$ cat src/rtl/alu_op_sequencer_if.sv
// -----------------------------------------------------------------------------
// alu_op_sequencer_if
//   Bundle between the LC-3 operate-instruction sequencer and its environment
//   (instruction fetch on one side, register file / ALU datapath on the other).
//
//   Optional feature macro: ALU_SEQ_ILLEGAL_EN (adds the illegal_op pulse).
//
//   Signals
//     ir_in[15:0]       fetch -> seq   instruction word
//     ir_valid          fetch -> seq   ir_in valid, held until accepted
//     ir_ready          seq -> fetch   sequencer can accept (IDLE only)
//     ir_out[15:0]      seq -> ALU     latched IR (ALU takes imm5 from it)
//     sr1_addr[2:0]     seq -> RF      read port A = IR[8:6]
//     sr2_addr[2:0]     seq -> RF      read port B = IR[2:0]
//     sr2mux_ctrl       seq -> ALU     1 = imm5, 0 = SR2
//     alumux_ctrl[1:0]  seq -> ALU     00 ADD, 01 AND, 10 NOT, 11 pass SR1
//     alu_result[15:0]  ALU -> seq     ALU output
//     dr_addr[2:0]      seq -> RF      write-back address = IR[11:9]
//     dr_data[15:0]     seq -> RF      write-back data
//     dr_we             seq -> RF      one-cycle write strobe
//     nzp[2:0]          seq -> core    condition codes {N,Z,P}
//     done              seq -> core    one-cycle retire pulse
//     illegal_op        seq -> core    one-cycle pulse (macro builds only)
//
//   Modports: master = sequencer side, slave = environment side.
// -----------------------------------------------------------------------------
interface alu_op_sequencer_if;
    logic [15:0] ir_in;
    logic        ir_valid;
    logic        ir_ready;
    logic [15:0] ir_out;
    logic [2:0]  sr1_addr;
    logic [2:0]  sr2_addr;
    logic        sr2mux_ctrl;
    logic [1:0]  alumux_ctrl;
    logic [15:0] alu_result;
    logic [2:0]  dr_addr;
    logic [15:0] dr_data;
    logic        dr_we;
    logic [2:0]  nzp;
    logic        done;
`ifdef ALU_SEQ_ILLEGAL_EN
    logic        illegal_op;
`endif

    modport master (
`ifdef ALU_SEQ_ILLEGAL_EN
        output illegal_op,
`endif
        input  ir_in,
        input  ir_valid,
        input  alu_result,
        output ir_ready,
        output ir_out,
        output sr1_addr,
        output sr2_addr,
        output sr2mux_ctrl,
        output alumux_ctrl,
        output dr_addr,
        output dr_data,
        output dr_we,
        output nzp,
        output done
    );

    modport slave (
`ifdef ALU_SEQ_ILLEGAL_EN
        input  illegal_op,
`endif
        output ir_in,
        output ir_valid,
        output alu_result,
        input  ir_ready,
        input  ir_out,
        input  sr1_addr,
        input  sr2_addr,
        input  sr2mux_ctrl,
        input  alumux_ctrl,
        input  dr_addr,
        input  dr_data,
        input  dr_we,
        input  nzp,
        input  done
    );
endinterface

$ cat src/rtl/alu_op_sequencer.sv
// -----------------------------------------------------------------------------
// alu_op_sequencer
//   Control side of the LC-3 operate instructions (ADD, AND, NOT). Accepts one
//   instruction over a valid/ready handshake, drives the ALU and register-file
//   controls for one execute cycle, captures the ALU result, writes it back and
//   updates the NZP condition codes. One instruction per three cycles at best.
//
//   Optional feature macro: ALU_SEQ_ILLEGAL_EN
//     defined   : non-operate opcodes pulse illegal_op together with done.
//     undefined : such opcodes retire silently (done only).
//
//   Ports
//     clk    rising-edge clock
//     rst_n  asynchronous active-low reset
//     bus    alu_op_sequencer_if.master (handshake, ALU/RF controls, status)
//
//   States
//     state  | meaning
//     -------+-----------------------------------------------------------
//     IDLE   | ir_ready high, waiting for ir_valid
//     EXEC   | ALU controls decoded from ir_q, alu_result captured
//     WB     | write-back strobe and done pulse; NZP updated on exit
// -----------------------------------------------------------------------------
module alu_op_sequencer (
    input  logic                  clk,
    input  logic                  rst_n,
    alu_op_sequencer_if.master    bus
);

    typedef enum logic [1:0] {
        S_IDLE = 2'd0,
        S_EXEC = 2'd1,
        S_WB   = 2'd2
    } state_t;

    localparam logic [3:0] OP_ADD = 4'b0001;
    localparam logic [3:0] OP_AND = 4'b0101;
    localparam logic [3:0] OP_NOT = 4'b1001;

    localparam logic [1:0] ALUMUX_ADD  = 2'b00;
    localparam logic [1:0] ALUMUX_AND  = 2'b01;
    localparam logic [1:0] ALUMUX_NOT  = 2'b10;
    localparam logic [1:0] ALUMUX_PASS = 2'b11;

    state_t      state_q, state_d;
    logic [15:0] ir_q,    ir_d;
    logic [15:0] res_q,   res_d;
    logic [2:0]  nzp_q,   nzp_d;

    logic        op_legal;
    logic [1:0]  dec_alumux;
    logic        dec_sr2mux;

    logic [1:0]  alumux;
    logic        sr2mux;
    logic        dr_we;
    logic        done;
`ifdef ALU_SEQ_ILLEGAL_EN
    logic        illegal_op;
`endif

    // Opcode decode; only meaningful while in EXEC/WB but kept free-running.
    always_comb begin
        op_legal   = 1'b0;
        dec_alumux = ALUMUX_PASS;
        dec_sr2mux = 1'b0;
        case (ir_q[15:12])
            OP_ADD: begin
                op_legal   = 1'b1;
                dec_alumux = ALUMUX_ADD;
                dec_sr2mux = ir_q[5];
            end
            OP_AND: begin
                op_legal   = 1'b1;
                dec_alumux = ALUMUX_AND;
                dec_sr2mux = ir_q[5];
            end
            OP_NOT: begin
                op_legal   = 1'b1;
                dec_alumux = ALUMUX_NOT;
            end
            default: begin
                op_legal   = 1'b0;
            end
        endcase
    end

    always_comb begin
        state_d = state_q;
        ir_d    = ir_q;
        res_d   = res_q;
        nzp_d   = nzp_q;
        alumux  = ALUMUX_PASS;
        sr2mux  = 1'b0;
        dr_we   = 1'b0;
        done    = 1'b0;
`ifdef ALU_SEQ_ILLEGAL_EN
        illegal_op = 1'b0;
`endif
        case (state_q)
            S_IDLE: begin
                // ir_ready is high throughout IDLE, so valid alone completes
                // the handshake here.
                if (bus.ir_valid) begin
                    ir_d    = bus.ir_in;
                    state_d = S_EXEC;
                end
            end
            S_EXEC: begin
                alumux  = dec_alumux;
                sr2mux  = dec_sr2mux;
                res_d   = bus.alu_result;
                state_d = S_WB;
            end
            S_WB: begin
                done = 1'b1;
                if (op_legal) begin
                    dr_we = 1'b1;
                    // Exactly one of N/Z/P is set.
                    nzp_d = {res_q[15], (res_q == 16'h0000),
                             (!res_q[15] && (res_q != 16'h0000))};
                end
`ifdef ALU_SEQ_ILLEGAL_EN
                else begin
                    illegal_op = 1'b1;
                end
`endif
                state_d = S_IDLE;
            end
            default: begin
                state_d = S_IDLE;
            end
        endcase
    end

    // Reset mid-instruction drops the instruction: state returns to IDLE, so
    // the WB strobe never fires, and the condition codes go back to Z.
    always_ff @(posedge clk or negedge rst_n) begin
        if (!rst_n) begin
            state_q <= S_IDLE;
            ir_q    <= 16'h0000;
            res_q   <= 16'h0000;
            nzp_q   <= 3'b010;
        end else begin
            state_q <= state_d;
            ir_q    <= ir_d;
            res_q   <= res_d;
            nzp_q   <= nzp_d;
        end
    end

    assign bus.ir_ready    = (state_q == S_IDLE);
    assign bus.ir_out      = ir_q;
    assign bus.sr1_addr    = ir_q[8:6];
    assign bus.sr2_addr    = ir_q[2:0];
    assign bus.sr2mux_ctrl = sr2mux;
    assign bus.alumux_ctrl = alumux;
    assign bus.dr_addr     = ir_q[11:9];
    assign bus.dr_data     = res_q;
    assign bus.dr_we       = dr_we;
    assign bus.nzp         = nzp_q;
    assign bus.done        = done;
`ifdef ALU_SEQ_ILLEGAL_EN
    assign bus.illegal_op  = illegal_op;
`endif

endmodule

$ cat src/flat_wrapper.sv
// flat-port wrapper written by rule: the top's interface ports become plain ports
module alu_op_sequencer_flat 
  (clk, rst_n, bus_ir_in, bus_ir_valid, bus_alu_result, bus_ir_ready, bus_ir_out, bus_sr1_addr, bus_sr2_addr, bus_sr2mux_ctrl, bus_alumux_ctrl, bus_dr_addr, bus_dr_data, bus_dr_we, bus_nzp, bus_done);
  alu_op_sequencer_if bus_i ();
  input  logic clk;
  input  logic rst_n;
  input wire logic [$bits(bus_i.ir_in)-1:0] bus_ir_in;
  input wire logic [$bits(bus_i.ir_valid)-1:0] bus_ir_valid;
  input wire logic [$bits(bus_i.alu_result)-1:0] bus_alu_result;
  output wire logic [$bits(bus_i.ir_ready)-1:0] bus_ir_ready;
  output wire logic [$bits(bus_i.ir_out)-1:0] bus_ir_out;
  output wire logic [$bits(bus_i.sr1_addr)-1:0] bus_sr1_addr;
  output wire logic [$bits(bus_i.sr2_addr)-1:0] bus_sr2_addr;
  output wire logic [$bits(bus_i.sr2mux_ctrl)-1:0] bus_sr2mux_ctrl;
  output wire logic [$bits(bus_i.alumux_ctrl)-1:0] bus_alumux_ctrl;
  output wire logic [$bits(bus_i.dr_addr)-1:0] bus_dr_addr;
  output wire logic [$bits(bus_i.dr_data)-1:0] bus_dr_data;
  output wire logic [$bits(bus_i.dr_we)-1:0] bus_dr_we;
  output wire logic [$bits(bus_i.nzp)-1:0] bus_nzp;
  output wire logic [$bits(bus_i.done)-1:0] bus_done;
  assign bus_i.ir_in = bus_ir_in;
  assign bus_i.ir_valid = bus_ir_valid;
  assign bus_i.alu_result = bus_alu_result;
  assign bus_ir_ready = bus_i.ir_ready;
  assign bus_ir_out = bus_i.ir_out;
  assign bus_sr1_addr = bus_i.sr1_addr;
  assign bus_sr2_addr = bus_i.sr2_addr;
  assign bus_sr2mux_ctrl = bus_i.sr2mux_ctrl;
  assign bus_alumux_ctrl = bus_i.alumux_ctrl;
  assign bus_dr_addr = bus_i.dr_addr;
  assign bus_dr_data = bus_i.dr_data;
  assign bus_dr_we = bus_i.dr_we;
  assign bus_nzp = bus_i.nzp;
  assign bus_done = bus_i.done;
  alu_op_sequencer u_core (.clk(clk), .rst_n(rst_n), .bus(bus_i));
endmodule
$ cat config.mk
export PLATFORM = sky130hd
export DESIGN_NAME = alu_op_sequencer_flat
export DESIGN_NICKNAME = d
export VERILOG_FILES = /design/src/rtl/alu_op_sequencer_if.sv /design/src/rtl/alu_op_sequencer.sv /design/src/flat_wrapper.sv
export SDC_FILE = /design/constraint.sdc
export NUM_CORES = 1
export LEC_CHECK = 0
export ABC_AREA = 1
export CAP_MARGIN = 25
export CORE_UTILIZATION = 39
export CTS_CLUSTER_SIZE = 14
export DETAILED_ROUTE_END_ITERATION = 8
export HOLD_SLACK_MARGIN = 0.1
export PLACE_DENSITY = 0.8
export REMOVE_ABC_BUFFERS = 1
export SETUP_SLACK_MARGIN = 0.3
export SLEW_MARGIN = 0
export SYNTH_ARGS = -nofsm -noshare
export SYNTH_HDL_FRONTEND = slang
export SYNTH_SLANG_ARGS = --single-unit
$ cat constraint.sdc
create_clock -name clk -period 1.3 [get_ports clk]
set_input_delay 0.39 -clock clk [delete_from_list [all_inputs] [get_ports clk]]
set_output_delay 0.39 -clock clk [all_outputs]
set_load 0.02 [all_outputs]
==> impl_metrics.yaml <==
worst_setup_path:
  worstSetupStartpoint: "u_core.bus.ir_out[13]$_DFFE_PN0P_"
  crit_arrival_ns: 1.18
  timing.critical_path.mode_cell: "sky130_fd_sc_hd__nor2_4"
  cp_slowest_stage_delay_ns: 0.41
  critical-path-slowest-cell: "sky130_fd_sc_hd__dfrtp_1"
  crit-reg2reg-launch: "u_core.state_q[0]$_DFFE_PN0P_"
  critical_path.startpoint_type: "register"
  timing.critical_path.fanout_max: 3
  crit_path_cell_trace: "nor2_4 -> o21ai_2 -> nor2_4 -> buf_6"
  required_ns: 0.91
  setup.worst_path.class: "register to output pin"
  r2r_cell_count: 7
  worst_setup_path_end_kind: "output pin"
cells_and_area:
  drive_gt1_share_pct: 41.61
  areaGrowthSynthToFinish_pct: 83.49
  antenna_cells_inserted: 0
  layout.nets: 344
  post-route-util_pct: 75.22
clocking:
  worst_setup_hold_path_clk_slew_ns: 0.07
  numCtsBuffers: 5
  clock_path_buffers: 2
  cts_tree: "yes"
  insertion_delay_ns: 0.28
  clk_root_buffer_cell: "sky130_fd_sc_hd__clkbuf_8"
  cts_htree_levels: 2
  cts.sink_count: 37
grt:
  gr-usage-all-layers_pct: 19.59
  maximum_number_of_pins_on_one_net_before_global_route_repair: 38
  grt_overflow: 0
  via_count_of_the_first_global_routing_pass: 1476
  antenna_violations_before_repair: 0
  grt_pass1_wl_mm: 6.506
sta:
  postLayoutSetupSlackWorst_ns: -0.2717
  timing_worst_slew_pin_value_ns: 0.2019
  fin_crit_ns: 1.572
  setup_skew_ns: 0.006131
  finalMaxSlewViolations: 0
  max_freq_mhz: 636.3
  max_slew_margin_pct: 86.54
  report.final.hold_viol_count: 0
  rsz0062_at_grt: "true"
  final_min_period_over_clock_period_pct: 120.9
  report.final.setup_viol: 20
die:
  die_w_um: 67.08
  rows: 23
  initial_core_util_pct: 40.99
  floorplan.io_pins: 85
  floorplan.die_area_sq_um: 4499
  dieHeight_um: 67.08
  design.core.area_sq_um: 4029
routing:
  post_drt_wl_per_cell_um: 11.69
  dr.first_iter.drc_count: 105
  route.detailed.drc: 0
  routed_via_density: 4.361
  drt_pre_antenna_iters: 4
  route.final.wire_length_mm: 4.209
  number_of_antenna_violating_nets_in_the_routed_design: 0
  num_vias: 1570
power_and_ir_drop:
  p_int_mw: 3.385
  power.share.clock_pct: 16.3
  net-switching-power_mw: 1.876
  comb_power_share_pct: 50.7
  sw_frac_of_total_pct: 35.65
  power.sequential.fraction_pct: 33.0
  power.static_leakage_nw: 1.569
  power.density_nw_per_um2: 1736
  vdd.ir_drop.worst_v: 0.0009848
outcome:
  status: "finished, violations left"
  failed_checks: "setup timing"
placed_design:
  finalWeightedCongestion: 0.7382
  place_worst_setup_slack_ns: -0.4613
  detailedPlacementHpwl_mm: 2.886
  port_buffers: 84
min_path:
  worstHoldPathType: "register to register"
  hold_depth: 2
  hp-start: "u_core.bus.nzp[1]$_DFFE_PN1P_"
flow_run:
  maxCapViolCount: 0
synth:
  netlist.top_cell.by_area: "sky130_fd_sc_hd__dfrtp_1"
  postSynthCellCount: 188
  yosys_warnings: 0
  synthesis.area_sq_um: 1652
  synth_cell_types: 17
  post_synth_main_area_contributors: "sky130_fd_sc_hd__dfrtp_1 (55%), sky130_fd_sc_hd__nand2_1 (23%), sky130_fd_sc_hd__buf_4 (5.5%)"
  ys_seq_area_share_pct: 56.14
  synth.avg_cell_area_sq_um: 8.785
  ys_ff_latch: 37
  post-synth-top-area-fraction_pct: 54.55
## through the flow
step / cell area, sq um / cells / TNS, ns / hold slack (ns) / total power [mW]
5_1_grt: 3030 / 360 / -3.132 / 0.4982 / 5.577
3_5_place_dp: 2718 / 343 / -5.392 / 0.3692 / 4.123
4_1_cts: 2978 / 356 / -1.489 / 0.4842 / 5.230
2_1_floorplan: 1524 / 173 / -0.3110 / 0.09441 / 2.677
3_3_place_gp: 2718 / 343 / -4.820 / 0.3694 / 4.078
6_report: 3030 / 360 / -1.922 / 0.4836 / 5.261
## critical path, delay by kind of cell, from the launching register on
kind | cells | cell delay, ns
AO/OA/AOI/OAI | 1 | 0.09
buffers and inverters | 1 | 0.12
flip-flops | 1 | 0.41
AND/OR/NAND/NOR | 2 | 0.28
## cell type report
type                       instances  area, sq um
timing repair buffer             129         1316
fill                             289        998.5
sequential                        37        927.1
multi-input combinational        125        576.8
clock buffer                       7        96.34
tap                               50        62.56
inverter                          11        46.29
clock inverter                     1        5.005
## repair_timing
action | in CTS | in global routing
pin swaps | 1 | 3
endpoints found under the setup margin | 86 | 86
resized for setup | 298 | 13
gates cloned | 1 | 0
endpoints found under the hold margin | 36 | 0
hold buffers | 1 | 0
setup buffers | 3 | 4
## layout by cell type (no fill, tap or decap)
master,n
sky130_fd_sc_hd__buf_12,4
sky130_fd_sc_hd__buf_2,3
sky130_fd_sc_hd__buf_4,35
sky130_fd_sc_hd__buf_6,52
sky130_fd_sc_hd__bufbuf_16,1
sky130_fd_sc_hd__clkbuf_8,7
sky130_fd_sc_hd__clkdlybuf4s50_1,33
sky130_fd_sc_hd__clkinv_2,1
sky130_fd_sc_hd__dfrtp_1,36
sky130_fd_sc_hd__dfstp_2,1
sky130_fd_sc_hd__dlygate4sd3_1,1
sky130_fd_sc_hd__inv_1,5
sky130_fd_sc_hd__inv_2,4
sky130_fd_sc_hd__inv_4,2
sky130_fd_sc_hd__nand2_1,95
sky130_fd_sc_hd__nand2_2,4
sky130_fd_sc_hd__nand2_4,2
sky130_fd_sc_hd__nand3_1,3
sky130_fd_sc_hd__nand3_4,1
sky130_fd_sc_hd__nor2_1,8
sky130_fd_sc_hd__nor2_2,2
sky130_fd_sc_hd__nor2_4,4
sky130_fd_sc_hd__o21ai_2,6
## synthesized netlist by cell type (all sizes together)
cell type,n
o21ai,6
inv,11
nand2,101
dfrtp,36
buf,15
nand3,4
dfstp,1
nor2,14
## worst paths after layout
path	slack [ns]	end
setup reg to reg	-0.07	u_core.bus.ir_out[15]$_DFFE_PN0P_
max in group asynchronous	0.46	u_core.bus.nzp[1]$_DFFE_PN1P_
hold reg to reg	0.48	u_core.bus.nzp[1]$_DFFE_PN1P_
min in group asynchronous	0.60	u_core.bus.dr_data[5]$_DFFE_PN0N_
setup / recovery	-0.27	bus_dr_we
hold / removal	0.48	u_core.bus.nzp[1]$_DFFE_PN1P_
## sequential cells by signal (all words and copies together) (netlist names)
name,cells
u_core.bus.dr_data,16
u_core.bus.ir_out,16
u_core.bus.nzp,3
u_core.state_q,2
## logic make-up (layout without fill, tap and decap cells)
group / after synthesis / in the layout / synth area share [%]
buf+inv: 26 / 148 / 10.38
compound gates: 6 / 6 / 2.954
flops: 37 / 37 / 56.14
simple gates: 119 / 119 / 30.53
## power by group through the flow
| stage | combinational [mW] | clock (mW) | sequential, mW |
|---|---|---|---|
| 2_1_floorplan | 0.500 | 0 | 2.18 |
| 3_3_place_gp | 2.41 | 0 | 1.66 |
| 3_5_place_dp | 2.45 | 0 | 1.67 |
| 4_1_cts | 2.61 | 0.888 | 1.73 |
| 5_1_grt | 2.85 | 0.946 | 1.78 |
| 6_report | 2.67 | 0.856 | 1.74 |
## layer usage
layer,global-route usage [%],vias to the layer above,part of all wire (%)
met4,4.787,0,0.74
li1,-,797,-
met3,4.623,2,3.9
met2,34.13,44,54
met5,0,-,0
met1,24.00,727,42
Power figures use the tool's default switching activity.
